`config.mk`:
```
export PLATFORM = sky130hd
export DESIGN_NAME = cmp_result_filter
export DESIGN_NICKNAME = d
export VERILOG_FILES = /design/src/rtl/cmp_pkg.sv /design/src/rtl/cmp_flag_decode.sv /design/src/rtl/cmp_result_filter.sv
export SDC_FILE = /design/constraint.sdc
export NUM_CORES = 1
export LEC_CHECK = 0
export ABC_AREA = 1
export CAP_MARGIN = 20
export CORE_UTILIZATION = 50
export CTS_BUF_LIST = sky130_fd_sc_hd__clkbuf_4 sky130_fd_sc_hd__clkbuf_8 sky130_fd_sc_hd__clkbuf_16
export DETAILED_ROUTE_END_ITERATION = 10
export DONT_BUFFER_PORTS = 1
export PLACE_DENSITY = 0.73
export RECOVER_POWER = 25
export SYNTH_ARGS = -nofsm -noshare
export SYNTH_HDL_FRONTEND = slang
export SYNTH_SLANG_ARGS = --single-unit
export TNS_END_PERCENT = 1
```
`constraint.sdc`:
```
create_clock -name clk -period 1.6 [get_ports clk]
set_input_delay 0.24 -clock clk [delete_from_list [all_inputs] [get_ports clk]]
set_output_delay 0.24 -clock clk [all_outputs]
set_load 0.1 [all_outputs]
```
`src/rtl/cmp_pkg.sv`:
```
// Shared comparator result codes and helpers used by the filter and the comparator benches.
package cmp_pkg;

  typedef logic [1:0] cmp_code_t;

  localparam cmp_code_t CMP_NONE = 2'b00;
  localparam cmp_code_t CMP_EQ   = 2'b01;
  localparam cmp_code_t CMP_GT   = 2'b10;
  localparam cmp_code_t CMP_LT   = 2'b11;

  // Expands a code into the {gt, lt, eq} flag triple; NONE maps to all-zero.
  function automatic logic [2:0] cmp_onehot(input cmp_code_t code);
    logic [2:0] flags;
    flags = '0;
    case (code)
      CMP_GT:  flags = 3'b100;
      CMP_LT:  flags = 3'b010;
      CMP_EQ:  flags = 3'b001;
      default: flags = '0;
    endcase
    return flags;
  endfunction

endpackage

```
`src/rtl/cmp_flag_decode.sv`:
```
// Combinational decode of the comparator's one-hot flags into a result code.
module cmp_flag_decode
  import cmp_pkg::*;
(
  input  logic      a_gt_b,
  input  logic      a_lt_b,
  input  logic      a_eq_b,
  output cmp_code_t code,
  output logic      illegal
);

  always_comb begin
    code    = CMP_NONE;
    illegal = 1'b0;
    case ({a_gt_b, a_lt_b, a_eq_b})
      3'b100:  code = CMP_GT;
      3'b010:  code = CMP_LT;
      3'b001:  code = CMP_EQ;
      default: illegal = 1'b1;
    endcase
  end

endmodule

```
`src/rtl/cmp_result_filter.sv`:
```
// Debounces comparator flags into a stable result; pulses on change and on illegal flags.
module cmp_result_filter
  import cmp_pkg::*;
#(
  parameter int unsigned DEBOUNCE = 3,
  parameter int unsigned CNT_W    = 8
) (
  input  logic             clk,
  input  logic             rst_n,
  input  logic             in_valid,
  input  logic             a_gt_b,
  input  logic             a_lt_b,
  input  logic             a_eq_b,
  output logic             stable_vld,
  output logic             stable_gt,
  output logic             stable_lt,
  output logic             stable_eq,
  output logic             changed,
  output logic             err,
  output logic [CNT_W-1:0] change_cnt
);

  localparam int unsigned         RUN_W   = $clog2(DEBOUNCE + 1);
  localparam logic [RUN_W-1:0]    RUN_END = RUN_W'(DEBOUNCE);

  cmp_code_t        code;
  logic             illegal;

  // stable_q doubles as the FSM state: CMP_NONE is the UNKNOWN state.
  cmp_code_t        stable_q, stable_d;
  cmp_code_t        cand_q, cand_d;
  logic [RUN_W-1:0] run_q, run_d;
  logic             vld_d, changed_d, err_d;
  logic [CNT_W-1:0] cnt_d;

  cmp_code_t        cand_upd;
  logic [RUN_W-1:0] run_upd;

  cmp_flag_decode u_decode (
    .a_gt_b  (a_gt_b),
    .a_lt_b  (a_lt_b),
    .a_eq_b  (a_eq_b),
    .code    (code),
    .illegal (illegal)
  );

  always_comb begin
    stable_d  = stable_q;
    cand_d    = cand_q;
    run_d     = run_q;
    vld_d     = stable_vld;
    cnt_d     = change_cnt;
    changed_d = 1'b0;
    err_d     = 1'b0;
    cand_upd  = cand_q;
    run_upd   = run_q;

    if (in_valid) begin
      if (illegal) begin
        err_d  = 1'b1;
        cand_d = CMP_NONE;
        run_d  = '0;
      end else if (code == stable_q) begin
        cand_d = CMP_NONE;
        run_d  = '0;
      end else begin
        if (code == cand_q) begin
          run_upd = run_q + 1'b1;
        end else begin
          cand_upd = code;
          run_upd  = RUN_W'(1);
        end

        if (run_upd == RUN_END) begin
          stable_d  = cand_upd;
          vld_d     = 1'b1;
          changed_d = 1'b1;
          if (change_cnt != '1) begin
            cnt_d = change_cnt + 1'b1;
          end
          cand_d = CMP_NONE;
          run_d  = '0;
        end else begin
          cand_d = cand_upd;
          run_d  = run_upd;
        end
      end
    end
  end

  always_ff @(posedge clk or negedge rst_n) begin
    if (!rst_n) begin
      stable_q   <= CMP_NONE;
      cand_q     <= CMP_NONE;
      run_q      <= '0;
      stable_vld <= 1'b0;
      stable_gt  <= 1'b0;
      stable_lt  <= 1'b0;
      stable_eq  <= 1'b0;
      changed    <= 1'b0;
      err        <= 1'b0;
      change_cnt <= '0;
    end else begin
      stable_q   <= stable_d;
      cand_q     <= cand_d;
      run_q      <= run_d;
      stable_vld <= vld_d;
      {stable_gt, stable_lt, stable_eq} <= cmp_onehot(stable_d);
      changed    <= changed_d;
      err        <= err_d;
      change_cnt <= cnt_d;
    end
  end

endmodule

```
Word level (Yosys, flattened, before mapping)
Index checks and enable logic that the tools add are counted.
{"block": "totals", "register_bits": 20, "inputBits": 6}
{"block": "classes", "add_sub_neg": 2, "eq_ne": 10, "mux": 23, "n_bitwise": 1, "n_reduce_logical": 3}
{"operator": "2-bit two-way mux", "count": 15}
{"operator": "3-bit one-hot mux with 3 select lines", "count": 1}
{"operator": "8-bit by 1-bit adder with 8-bit output, second input constant", "count": 1}
{"operator": "8-bit inequality test, second input constant", "count": 1}
{"operator": "2-bit equality test, second input constant", "count": 3}
{"operator": "1-bit two-way mux", "count": 6}
{"operator": "2-bit one-hot mux with 3 select lines", "count": 1}
{"operator": "5-bit AND reduction", "count": 1}
{"operator": "2-bit equality test", "count": 2}
{"operator": "4-bit AND reduction", "count": 1}
{"operator": "3-bit by 1-bit equality test with 1-bit output, second input constant", "count": 1}
{"operator": "3-bit by 2-bit equality test with 1-bit output, second input constant", "count": 1}
{"operator": "3-bit equality test, second input constant", "count": 1}
{"operator": "3-bit OR reduction", "count": 1}
{"operator": "2-bit by 1-bit adder with 2-bit output, second input constant", "count": 1}
{"operator": "2-bit by 1-bit equality test with 1-bit output, second input constant", "count": 1}
{"operator": "1-bit NOT", "count": 1}

Logic depth before layout (Yosys ltp)
Gate-level depths: netlist (run 1).
{"block": "depth", "depth_word": 14, "ltp_mapped": 11, "depth_no_buf": 11}

Cells and area by module
Synthesis (run 1) repeated with hierarchy kept, for this count alone.
{"block": "unflattened", "hier_cells": 153, "area_unflattened_um2": 1124.8}
{"mod": "cmp_result_filter", "instances": 1, "cells_each": 143, "area_per_inst_um2": 1083.5}
{"mod": "cmp_flag_decode", "instances": 1, "cells_each": 10, "area_per_inst_um2": 41.3}

Worst setup path after synthesis (run 1)
Ideal clock, no wire load.
{"block": "synth_path", "path_kind": "reg-to-reg", "start": "register change_cnt[1]", "end": "register change_cnt[3]", "t_arrival_ns": 2.159, "t_required_ns": 1.533, "setup_slack_ns": -0.627, "path_stages_with_launch": 8, "n_path_buf": 0, "path_cell_list": "dfrtp_1 -> ha_1 -> nand3_1 -> nor2_1 -> nand3_1 -> nand3_4 -> nand2_1 -> nand2_1"}
{"block": "synth_between", "elab_chain_cells": 2}
{"item": "start: declaration", "line": "cmp_result_filter.sv:20", "source": "output logic [CNT_W-1:0] change_cnt"}
{"item": "start signal: assignment", "line": "cmp_result_filter.sv:111", "source": "change_cnt <= cnt_d;"}
{"item": "parallel branches: the longest is 2 deep, another holds 8-bit by 1-bit adder with 8-bit output"}
Several ways; the timed one is not identified.
A chain may end at the register's enable or synchronous reset.

Worst setup path after layout (run 1)
{"block": "layout_path", "start": "register cand_q[0]", "end": "register change_cnt[1]"}
{"block": "layout_between", "elab_chain_cells": 7}
{"item": "start: declaration", "line": "cmp_result_filter.sv:31", "source": "cmp_code_t cand_q, cand_d;"}
{"item": "start signal: assignment", "line": "cmp_result_filter.sv:105", "source": "cand_q <= cand_d;"}
{"item": "2-bit equality test", "line": "cmp_result_filter.sv:67", "source": "if (code == cand_q) begin"}
{"item": "2-bit two-way mux", "line": "cmp_result_filter.sv:67"}
{"item": "2-bit two-way mux", "line": "cmp_result_filter.sv:63", "source": "end else if (code == stable_q) begin"}
{"item": "2-bit two-way mux", "line": "cmp_result_filter.sv:59", "source": "if (illegal) begin"}
{"item": "2-bit two-way mux", "line": "cmp_result_filter.sv:58", "source": "if (in_valid) begin"}
{"item": "2-bit equality test", "line": "cmp_result_filter.sv:74", "source": "if (run_upd == RUN_END) begin"}
{"item": "5-bit AND reduction (no line)"}
No other way between the ends. The select of a mux whose other input is x is not followed.

==> flow_results.org, run 1 <==
** Synth
- Proportion of synthesized area in mux cells :: 0
- The most used flip-flop cell after synthesis is dfrtp_1.
- Synthesis instantiated 23 different standard cells from the library.
- Library cell occupying the most area in the post-synthesis netlist :: dfrtp_1
- Sorting the synthesized cells by area gives the leading types as dfrtp_1 43%, nand2_1 12%, nand3_1 6.5%.
- Main combinational cell family by area after synthesis :: simple AND/OR/NAND/NOR gates
- Post-synth design cell area :: approximately 0.0012 mm^2
- Of the total synthesized cell area, the portion taken by full adders, half adders and majority gates is 0.0108.
- Synthesis produced a netlist with a net count of 143.
- Seq/Total Area, Yosys :: 0.434
- Post-synthesis compound-gate area fraction :: 0.0466
- Counting flops with an async set or reset pin after synthesis yields a share of 1.00.
- Gate Count Post-Synth :: 136
- Of the post-synthesis cell area, the dominant cell type holds 0.434.
- Simple-gate share of the synthesized area :: 0.411
- Post-synthesis xor/xnor area fraction :: 0.0456
- During synthesis, Yosys emitted a total of 0 warnings.
- In this run, synthesis produced a sequential element count of 20.
- EDFF count, synth :: 0
- Per-instance average area after synthesis :: ~8.5 um^2

** Cells and area
- Share of post-route cells with drive strength above 1 :: 0.310
- Fin util :: 0.624
- At the end of the flow, the number of nets in the layout was 163.
- Most common cell after layout, fill and taps aside :: nand2_1
- In the layout the commonest cells are 36 x nand2_1, 15 x nand3_1, 13 x inv_1, 12 x dfrtp_1.
- Diodes inserted :: 0
- Fillers :: 198
- Area Overhead vs Synth :: 18.5%

** Setup path
- In this design, the stage delay of the slowest critical-path cell is between 400 and 500 ps.
- The setup path with the least slack is of type register to register.
- Endpoint required time on the critical path :: 1810 ps
- CP bufs+invs :: 1
- STA classifies the critical path endpoint as a register.
- Walking the worst path, the cells encountered are inv_1 > nand3_1 > nand2_2 > nand3_4 > nor2_8 > nand3_4 > nand2_1 > nand2_1.
- In this run the number of cells on the critical path is 8.
- The worst setup path is launched from a register.
- In this run the worst path has a maximum fanout of 8.
- Critical path's top delay family :: simple AND/OR/NAND/NOR gates
- Slowest cell on the critical path :: dfrtp_1
- Worst Reg2Reg Path Length in Cells :: 8
- For the worst setup path, the data arrival time is between 1500 and 2000 ps.

** Clock tree
- For the worst-skew pair, the clock arrives at the later sink with an insertion delay of 310 ps.
- TritonCTS built the clock tree.
- Root buffer cell :: clkbuf_4
- Largest buffer count on any clock path :: 2
- For this design, the sink count on the clock tree is 20.
- Total CTS buffers :: 3
- Clock-pin slew was measured on the worst setup and hold paths at 110 ps.
- H-tree depth :: 1
- Once the clock tree was built, the setup fixing pass inserted 0 buffers.

** STA
- Pin slew with the least headroom to its limit :: 899 ps
- The routed design could run at a clock period as short as 1450 ps.
- Final count of negative-setup-slack endpoints :: 0
- Highest Clock Rate :: between 600 and 700 MHz
- Of the available clock period, the critical path in the final layout requires 0.906.
- Hold Slack :: 16.7 ps
- Worst Setup Slack, final :: 151 ps
- The final number of hold-violating endpoints came to 0.
- Measured against its own limit, the worst slew margin works out to 0.399.
- Fin. max-slew vios :: 0
- Setup repair after global routing left no endpoint under its margin.
- Clock skew :: roughly 1.4 ps
- After routing, the total negative slack on setup checks comes to 0 ps.

** Detailed routing
- Vias per cell :: 5.44
- Average routed wire per standard cell :: ~13 um
- Remaining DRCs :: 0
- Wire length reported by the detailed router :: 2.37 mm
- The routed layout has 996 vias.
- Number of DRC markers after the initial detailed-route iteration :: 19
- Count of antenna-violating nets left after detailed routing :: 0
- Number of search-and-repair iterations in the first detailed-routing pass :: 4

** Global routing
- The initial antenna violation count is 0.
- Met3 global-route usage :: 0.0309
- Entering global routing, the biggest net connects 21 pins.
- Met2 Use GR :: 0.349
- Total global routing overflow :: 0
- The first global-routing pass estimated 4.06 mm of wire.
- Routing usage on met1 :: 0.278
- Across every metal layer, demand over resource in global routing totals 0.219.
- Vias in the first global route :: 951
- The global routing stage identified its most utilized layer as met2.

** Floorplanning
- Total die area :: 0.00250 mm^2
- Row count :: 17
- Die span in x :: 50.0 um
- Initial Util :: 0.527
- 20 I/O pins were placed.
- Standard cell core area :: 0.00219 mm^2
- Height of the die :: 50.0 um

** Placed design
- The congestion estimate from routability-driven global placement came to between 0.8 and 0.9.
- Buffers placed on the I/O ports in this run total 0.
- Timing analysis after detailed placement gives a worst setup slack of 134 ps.
- Estimated wirelength of the detail-placed design :: 1.75 mm

** Outcome
- The run finished with clean final reports.

** Power and ir drop
- The analysis attributes to cell leakage a power of approximately 0.00069 uW.
- Design Power :: 1280 uW
- Power spread over the standard cell area amounts to between 900 and 1000 mW/mm^2.
- Worst-case vdd ir drop :: between 0.0006 and 0.0007 V

** Min path
- Hold crit path type :: primary input to register
- Counting instances, the worst hold path has a depth of 1.

** Flow run
- The tool flagged a number of max-cap violations equal to 0.
==> layout make-up <==
cell class / count / area [um^2] / area share
clock buffer: 4 / 36.3 / 0.0265
inverter: 16 / 60.1 / 0.0439
sequential: 20 / 515 / 0.377
timing repair buffer: 15 / 105 / 0.0769
tap: 28 / 35.0 / 0.0256
multi-input combinational: 100 / 616 / 0.450
==> timing repair <==
item | 4_1_cts | 5_1_grt
hold buffers | 1 | 0
gates resized for setup | 0 | 1
setup endpoints to repair | 0 | 1
endpoints found under the hold margin | 20 | 0
==> final timing paths <==
| path | from | endpoint | slack (ps) |
|---|---|---|---|
| worst max-delay path | cand_q[0] | change_cnt[1] | 150 |
| worst min-delay path | in_valid | cand_q[1] | 20 |
| worst max register to register | cand_q[0] | change_cnt[1] | 150 |
| worst min register to register | stable_vld | stable_vld | 490 |
| max in group asynchronous | rst_n | change_cnt[1] | 460 |
| min in group asynchronous | rst_n | stable_lt | 490 |
==> metal layers <==
metal | up-vias | wire, um
li1 | 488 | -
met1 | 479 | 1100
met2 | 23 | 1170
met3 | 6 | 62
met4 | 0 | 41
met5 | - | 0
==> worst register-to-register path: stages, from the launching register on <==
cell	delay [ps]
dfrtp_1	420
inv_1	100
nand3_1	120
nand2_2	120
nand3_4	120
nor2_8	180
nand3_4	140
nand2_1	90
nand2_1	60
==> logic make-up after synthesis <==
family          count (synthesis)
flops                          20
simple gates                   86
buf+inv                        16
compound gates                  7
fa+ha+maj                       1
xor+xnor                        6
==> synth_stat cells (3+ instances only) <==
cell,n
nand2_2,7
nand3_4,3
inv_1,13
inv_2,3
dfrtp_1,20
xnor2_1,4
nand4_1,10
nor2_1,7
nand3_1,15
nand2_1,36
==> flip-flops by register name, indices dropped and copies added, names as in the netlist <==
signal	count
cand_q	2
stable_eq	1
stable_q	2
change_cnt	8
stable_lt	1
err	1
stable_gt	1
run_q	2
stable_vld	1
changed	1
==> per-stage QoR <==
stage	std cells	area, um^2
global route	183	1370
CTS	183	1380
floorplan	136	1190
finish	183	1370
global placement	178	1330
detailed placement	178	1330
==> report_power, final <==
group	switching, uW	total, uW	leakage (uW)	internal, uW
Combinational	316	403	0.000421	87.3
Sequential	29.9	580	0.000252	550
Clock	161	300	0.0000210	139
Total	507	1280	0.000694	776
(Power assumes the default switching activity.)
==> run 2, diff against run 1 <==
--- a/config.mk
+++ b/config.mk
@@ -11,6 +11,7 @@
 export CTS_BUF_LIST = sky130_fd_sc_hd__clkbuf_4 sky130_fd_sc_hd__clkbuf_8 sky130_fd_sc_hd__clkbuf_16
 export DETAILED_ROUTE_END_ITERATION = 10
 export DONT_BUFFER_PORTS = 1
+export HOLD_SLACK_MARGIN = 0.1
 export PLACE_DENSITY = 0.73
 export RECOVER_POWER = 25
 export SYNTH_ARGS = -nofsm -noshare
==> flow_results.org, run 2 (synthesis gave the netlist of run 1 again) <==
** Outcome
- Run status :: complete, no violations

** STA
- Measured against its own limit, the worst slew margin works out to 0.404.
- Time the worst path needs with I/O delays and setup :: between 1000 and 1500 ps
- Pin slew with the least headroom to its limit :: 891 ps
- Final count of negative-setup-slack endpoints :: 0
- Fin. max-slew vios :: 0
- In the finished design, the share of the clock period the worst path needs comes to 0.911.
- Derived from the worst setup path, the maximum achievable clock frequency is a little under 700 MHz.
- Across the routed clock network, the largest skew measured is roughly 2.7 ps.
- The final number of hold-violating endpoints is 0.
- Setup TNS :: 0 ps
- Setup repair after global routing missed its margin :: no

** Cells and area
- The finished cells cover 0.00138 mm^2.
- Nets :: ~160
- Area Overhead vs Synth :: 19.4%
- Largest Register :: change_cnt
- Share of post-route cells with drive strength above 1 :: 0.308
- Summing all multi-input logic gate instances after layout gives approximately 620 um^2.
- The library cell used most frequently in the layout, excluding fill and tap cells, is nand2_1.
- The sequential cells in the finished layout cover a total of 515 um^2.
- The layout has 195 filler cells.
- Leaving out fill and tap cells, the most frequent cells in the layout are 36 x nand2_1, 15 x nand3_1, 13 x inv_1, 12 x dfrtp_1.
- Number of flip-flops under the largest register name :: 8
- The number of antenna diodes in the final layout is 0.

** Power and ir drop
- Of the total power, registers draw 0.451.
- Total internal power :: 778 uW
- In this run the static leakage power is between 0.0006 and 0.0007 uW.
- Of the total power, the clock network draws 0.234.
- In this run the power density over the cells is about 930 mW/mm^2.
- In this run the power spent charging and discharging nets is 508 uW.
- Worst-case vdd ir drop :: around 0.00067 V
- Logic gate share of total power :: 0.315
- Of the total power, the share spent switching nets is 0.395.

** Global routing
- The first global-routing pass estimated ~4.1 mm of wire.
- Across every metal layer, demand over resource in global routing totals 0.220.
- Initial antenna violation count :: 0
- Entering global routing, the biggest net connects 21 pins.
- For this run the aggregate overflow at the end of global routing stands at 0.
- Vias in the first global route :: 956

** Min path
- The min-delay analysis places its worst path in the category primary input to register.
- Number of stages on the worst hold path :: 2

** Floorplanning
- From bottom edge to top edge, the die measures 50.0 um.
- Pin placement for this block handled 20 I/O pins.
- The die covers 0.00250 mm^2.
- Row count :: 17
- The die is 50.0 um wide.
- The region available for standard cell placement spans roughly 0.0022 mm^2.
- For this configuration, the core starts out at a cell density of 0.527.

** Flow run
- Max-cap violations :: 0

** Detailed routing
- In the routed design, unresolved DRC markers number 0.
- Once detail routing completed, the nets flagged for antenna violations numbered 0.
- Wire length reported by the detailed router :: 2.39 mm
- In the final routed layout, each cell accounts on average for roughly 13 um.
- For this block, the via count after detailed routing is 1010.
- Before antenna repair, the detailed router went through 4 iterations.
- After the first detailed-routing iteration, the DRC count stood at 18.
- Dividing the detail-routed via count by the number of cells gives approximately 5.5.

** Setup path
- Slowest cell on the critical path :: dfrtp_1
- Startpoint types :: register
- Worst reg-to-reg setup slack :: around 140 ps
- Arrival time at the worst endpoint :: 1660 ps
- In this run the worst path has a maximum fanout of 8.
- Type of the setup path with the least slack :: register to register
- Worst Reg2Reg Path Length in Cells :: 8
- The critical path goes through inv_1 > nand3_1 > nand2_2 > nand3_4 > nor2_8 > nand3_4 > nand2_1 > nand2_1.
- Endpoint required time on the critical path :: 1810 ps
- Worst stage delay on the critical path :: ~420 ps
- STA classifies the critical path endpoint as a register.

** Placed design
- Number of buffers added on ports :: 0
- Total placed instance area :: ~0.0013 mm^2
- Routability-driven placement finished with a final weighted congestion of 0.886.
- After legalization and detailed placement, the total HPWL measured 1.75 mm.

** Clock tree
- Largest buffer count on any clock path :: 2
- In this run the number of H-tree levels came out at 1.
- Root buffer cell :: clkbuf_4
- Clock-pin slew reported for the worst setup and hold paths after clock tree synthesis :: 110 ps
- Clock Sinks :: 20
- TritonCTS built the clock tree.
- Total CTS buffers :: 3
- Clock insertion delay at the later pin of the skew report :: 310 ps
-- run 2: cell count changes in the layout (fill, tap and decap cells not counted), sizes merged --
cell         previous run  this run
dlygate4sd3             1         2
-- run 2: area by class of cell --
class,count,share of cell area
multi-input cells,100,0.447
flip-flops and latches,20,0.374
repair buffers,16,0.0836
inverters,16,0.0436
clock buffers,4,0.0263
well taps,28,0.0254
-- run 2: layer usage --
layer,track usage,part of all wire,wire (um)
met4,0.129,0.024,58
met1,0.282,0.46,1110
met3,0.0309,0.025,59
met5,0,0,0
met2,0.349,0.49,1160
-- run 2: path summary, 6_finish.rpt --
| kind | start | end |
|---|---|---|
| max | cand_q[0] | change_cnt[1] |
| min | in_valid | cand_q[1] |
| max reg2reg | cand_q[0] | change_cnt[1] |
| min reg2reg | stable_vld | stable_vld |
| max in group asynchronous | rst_n | change_cnt[1] |
| min in group asynchronous | rst_n | stable_lt |
-- run 2: worst max-delay path: cells and delay by family, from the launching register on --
kind | cells | cell delay, ps
buf+inv | 1 | 100
simple gates | 7 | 830
flops | 1 | 420
-- run 2: what timing repair did --
action	in CTS	in global routing
hold buffers	2	0
setup endpoints to repair	0	1
buffers inserted	0	0
hold endpoints to repair	23	0
resized for setup	0	1
-- run 2: per-stage QoR --
step                setup WS [ps]  hold WS, ps  total power (uW)   util  cells
finish                        143          131              1290  0.629    184
global route                 8.46          135              1340  0.629    184
CTS                           137          123              1310  0.632    184
detailed placement            134        -55.1               990  0.607    178
global placement              177        -55.1               982  0.607    178
floorplan                    16.9        -55.6               916      -    136
-- run 2: power by group through the flow --
stage / Sequential (uW) / Combinational [uW] / Clock, uW
after detailed placement: 590 / 399 / 0
after floorplan: 773 / 143 / 0
final: 580 / 406 / 300
after CTS: 580 / 415 / 312
after global routing: 586 / 431 / 328
after global placement: 588 / 394 / 0
==> run 3, diff against run 2 <==
--- a/config.mk
+++ b/config.mk
@@ -7,6 +7,7 @@
 export LEC_CHECK = 0
 export ABC_AREA = 1
 export CAP_MARGIN = 20
+export CORE_MARGIN = 2
 export CORE_UTILIZATION = 50
 export CTS_BUF_LIST = sky130_fd_sc_hd__clkbuf_4 sky130_fd_sc_hd__clkbuf_8 sky130_fd_sc_hd__clkbuf_16
 export DETAILED_ROUTE_END_ITERATION = 10
==> flow_results.org, run 3 (synthesis gave the netlist of run 1 again) <==
** Outcome
- Run status :: complete, no violations

** Cells and area
- Most common cell after layout, fill and taps aside :: nand2_1
- Leading cell types in the layout, fill and taps excluded :: 36 x nand2_1, 15 x nand3_1, 13 x inv_1, 12 x dfrtp_1, 11 x buf_4
- change_cnt holds more flip-flops than any other register.
- The number of antenna diodes in the final layout is 0.
- Leaving out filler cells and counting taps, the final layout contains approximately 180.
- For this run, the share of the core covered by cells in the final layout is 0.630.
- Of the cells placed in the final design, the portion with a size suffix greater than 1 is 0.308.
- Area Overhead vs Synth :: 19.6%
- At the end of the flow, the number of nets in the layout was 164.
- Number of flip-flops under the largest register name :: 8

** Detailed routing
- Vias after detailed routing :: between 900 and 1000
- Count of antenna-violating nets left after detailed routing :: 0
- In the final routed layout, each cell accounts on average for 12.6 um.
- Dividing the detail-routed via count by the number of cells gives 5.33.
- The first detailed-routing pass ran for 4 iterations.
- After detailed routing, the number of remaining DRC violations is 0.
- In this run, the number of DRC markers left after iteration 0 of detailed routing was 21.
- The routed design has 2.31 mm of wire.

** Clock tree
- In this run the number of H-tree levels came out at 1.
- For this design, the sink count on the clock tree is 20.
- Clock tree from TritonCTS :: done
- Clock insertion delay at the later pin of the skew report :: a little under 300 ps
- Clock tree synthesis selected as its root buffer the cell clkbuf_4.
- Total CTS buffers :: 3
- After clock tree synthesis, the clock-pin slew on the worst setup and hold paths is 100 ps.
- No sink is reached through more buffers than the 2 on the longest clock path.
- Number of buffers inserted by post-CTS setup repair :: 0

** Setup path
- The startpoint identified for the worst register-to-register timing path is run_q[0].
- Crit-path max FO :: 8
- Type of the setup path with the least slack :: register to register
- Worst reg2reg path endpoint :: change_cnt[5]
- Worst reg-to-reg setup slack :: 160 ps
- Worst Reg2Reg Path Length in Cells :: 6
- The critical path starts at run_q[0].
- The worst setup path is launched from a register.
- Crit. End Element :: register
- For the worst setup path, the data required time is around 1800 ps.
- End point of the critical path :: change_cnt[5]
- Arrival time at the worst endpoint :: 1630 ps

** Global routing
- Entering global routing, the biggest net connects 21 pins.
- Initial antenna violation count :: 0
- GRT Util Overall :: 0.194
- Total global routing overflow :: 0
- The number of global-route vias before repair was 888.
- The first global-routing pass estimated 3.89 mm of wire.

** Power and ir drop
- Design Power :: 1260 uW
- Worst-case vdd ir drop :: 0.000654 V
- Leakage power summed over all cells :: 0.000699 uW
- Dividing total power by cell area gives a power density of between 900 and 1000 mW/mm^2.

** Placed design
- Routability-driven placement finished with a final weighted congestion of 0.876.
- The wire-length estimate of the detail-placed layout is 1.73 mm.
- Once placement completed, the tool counted placed cells totaling 178.
- Number of buffers added on ports :: 0

** Floorplanning
- From left edge to right edge, the die measures 52.0 um.
- The floorplan step defined a die boundary enclosing 0.00271 mm^2.
- Standard cell core area :: 0.00219 mm^2
- For this configuration, the core starts out at a cell density of 0.527.
- Row count :: 17
- For this design the top-level I/O count stands at 20.
- Height of the die :: roughly 52 um

** Flow run
- Max-cap violations :: 0

** STA
- Final count of negative-setup-slack endpoints :: 0
- Pin slew with the least headroom to its limit :: 892 ps
- For the final routed database, the setup TNS stands at 0 ps.
- The worst pin sits at a relative slew slack of 0.403.
- Clock skew :: 4.91 ps
- Time the worst path needs with I/O delays and setup :: 1440 ps
- Fin. max-slew vios :: 0
- Part of the cycle the worst path needs :: 0.903
- The final number of hold-violating endpoints came to 0.
- Based on the critical path, the design can be clocked at up to 692 MHz.
- Setup repair after global routing left no endpoint under its margin.
- On the final layout, the worst hold slack is roughly 130 ps.

** Min path
- The worst hold path belongs to the class primary input to register.
-- run 3: where the power goes --
| group | internal [uW] | switching [uW] | leakage [uW] |
|---|---|---|---|
| Sequential | 550 | 29.2 | 0.000252 |
| Combinational | 89.1 | 316 | 0.000426 |
| Clock | 139 | 139 | 0.0000210 |
| Total | 778 | 484 | 0.000699 |
-- run 3: critical path, stage by stage (launching register included) --
cell	delay, ps
dfrtp_1	420
nor2_1	290
nand3_4	170
nor2_8	180
nand3_4	130
nand2_1	80
nand2_1	60
-- run 3: routing by layer --
metal  wire (um)  GRT usage
met1        1050      0.237
met5           0          0
met4          14     0.0482
met2        1110      0.327
met3         131     0.0661
-- run 3: repair_timing --
item                                    CTS  global route
endpoints found under the setup margin    0             2
hold buffers                              2             0
gates resized for setup                   0             1
hold endpoints to repair                 23             0
-- run 3: layout make-up --
class / instances / area, um^2
tap: 28 / 35.0
clock buffer: 4 / 36.3
inverter: 16 / 60.1
sequential: 20 / 515
multi-input combinational: 100 / 616
timing repair buffer: 16 / 118
fill: 194 / 811
-- run 3: how the worst min path moves through the flow --
stage,from,end,slack [ps],cells after the start
5_1_grt,in_valid,cand_q[1],120,2
2_1_floorplan,rst_n,cand_q[0],-60,0
4_1_cts,in_valid,cand_q[1],110,2
3_3_place_gp,rst_n,stable_eq,-60,0
6_report,in_valid,cand_q[1],130,2
3_5_place_dp,rst_n,stable_eq,-60,0
-- run 3: through the flow --
step	setup slack, ps	cell area [um^2]
3_3_place_gp	177	1330
4_1_cts	139	1390
3_5_place_dp	134	1330
2_1_floorplan	16.9	1190
6_report	156	1380
5_1_grt	15.5	1380
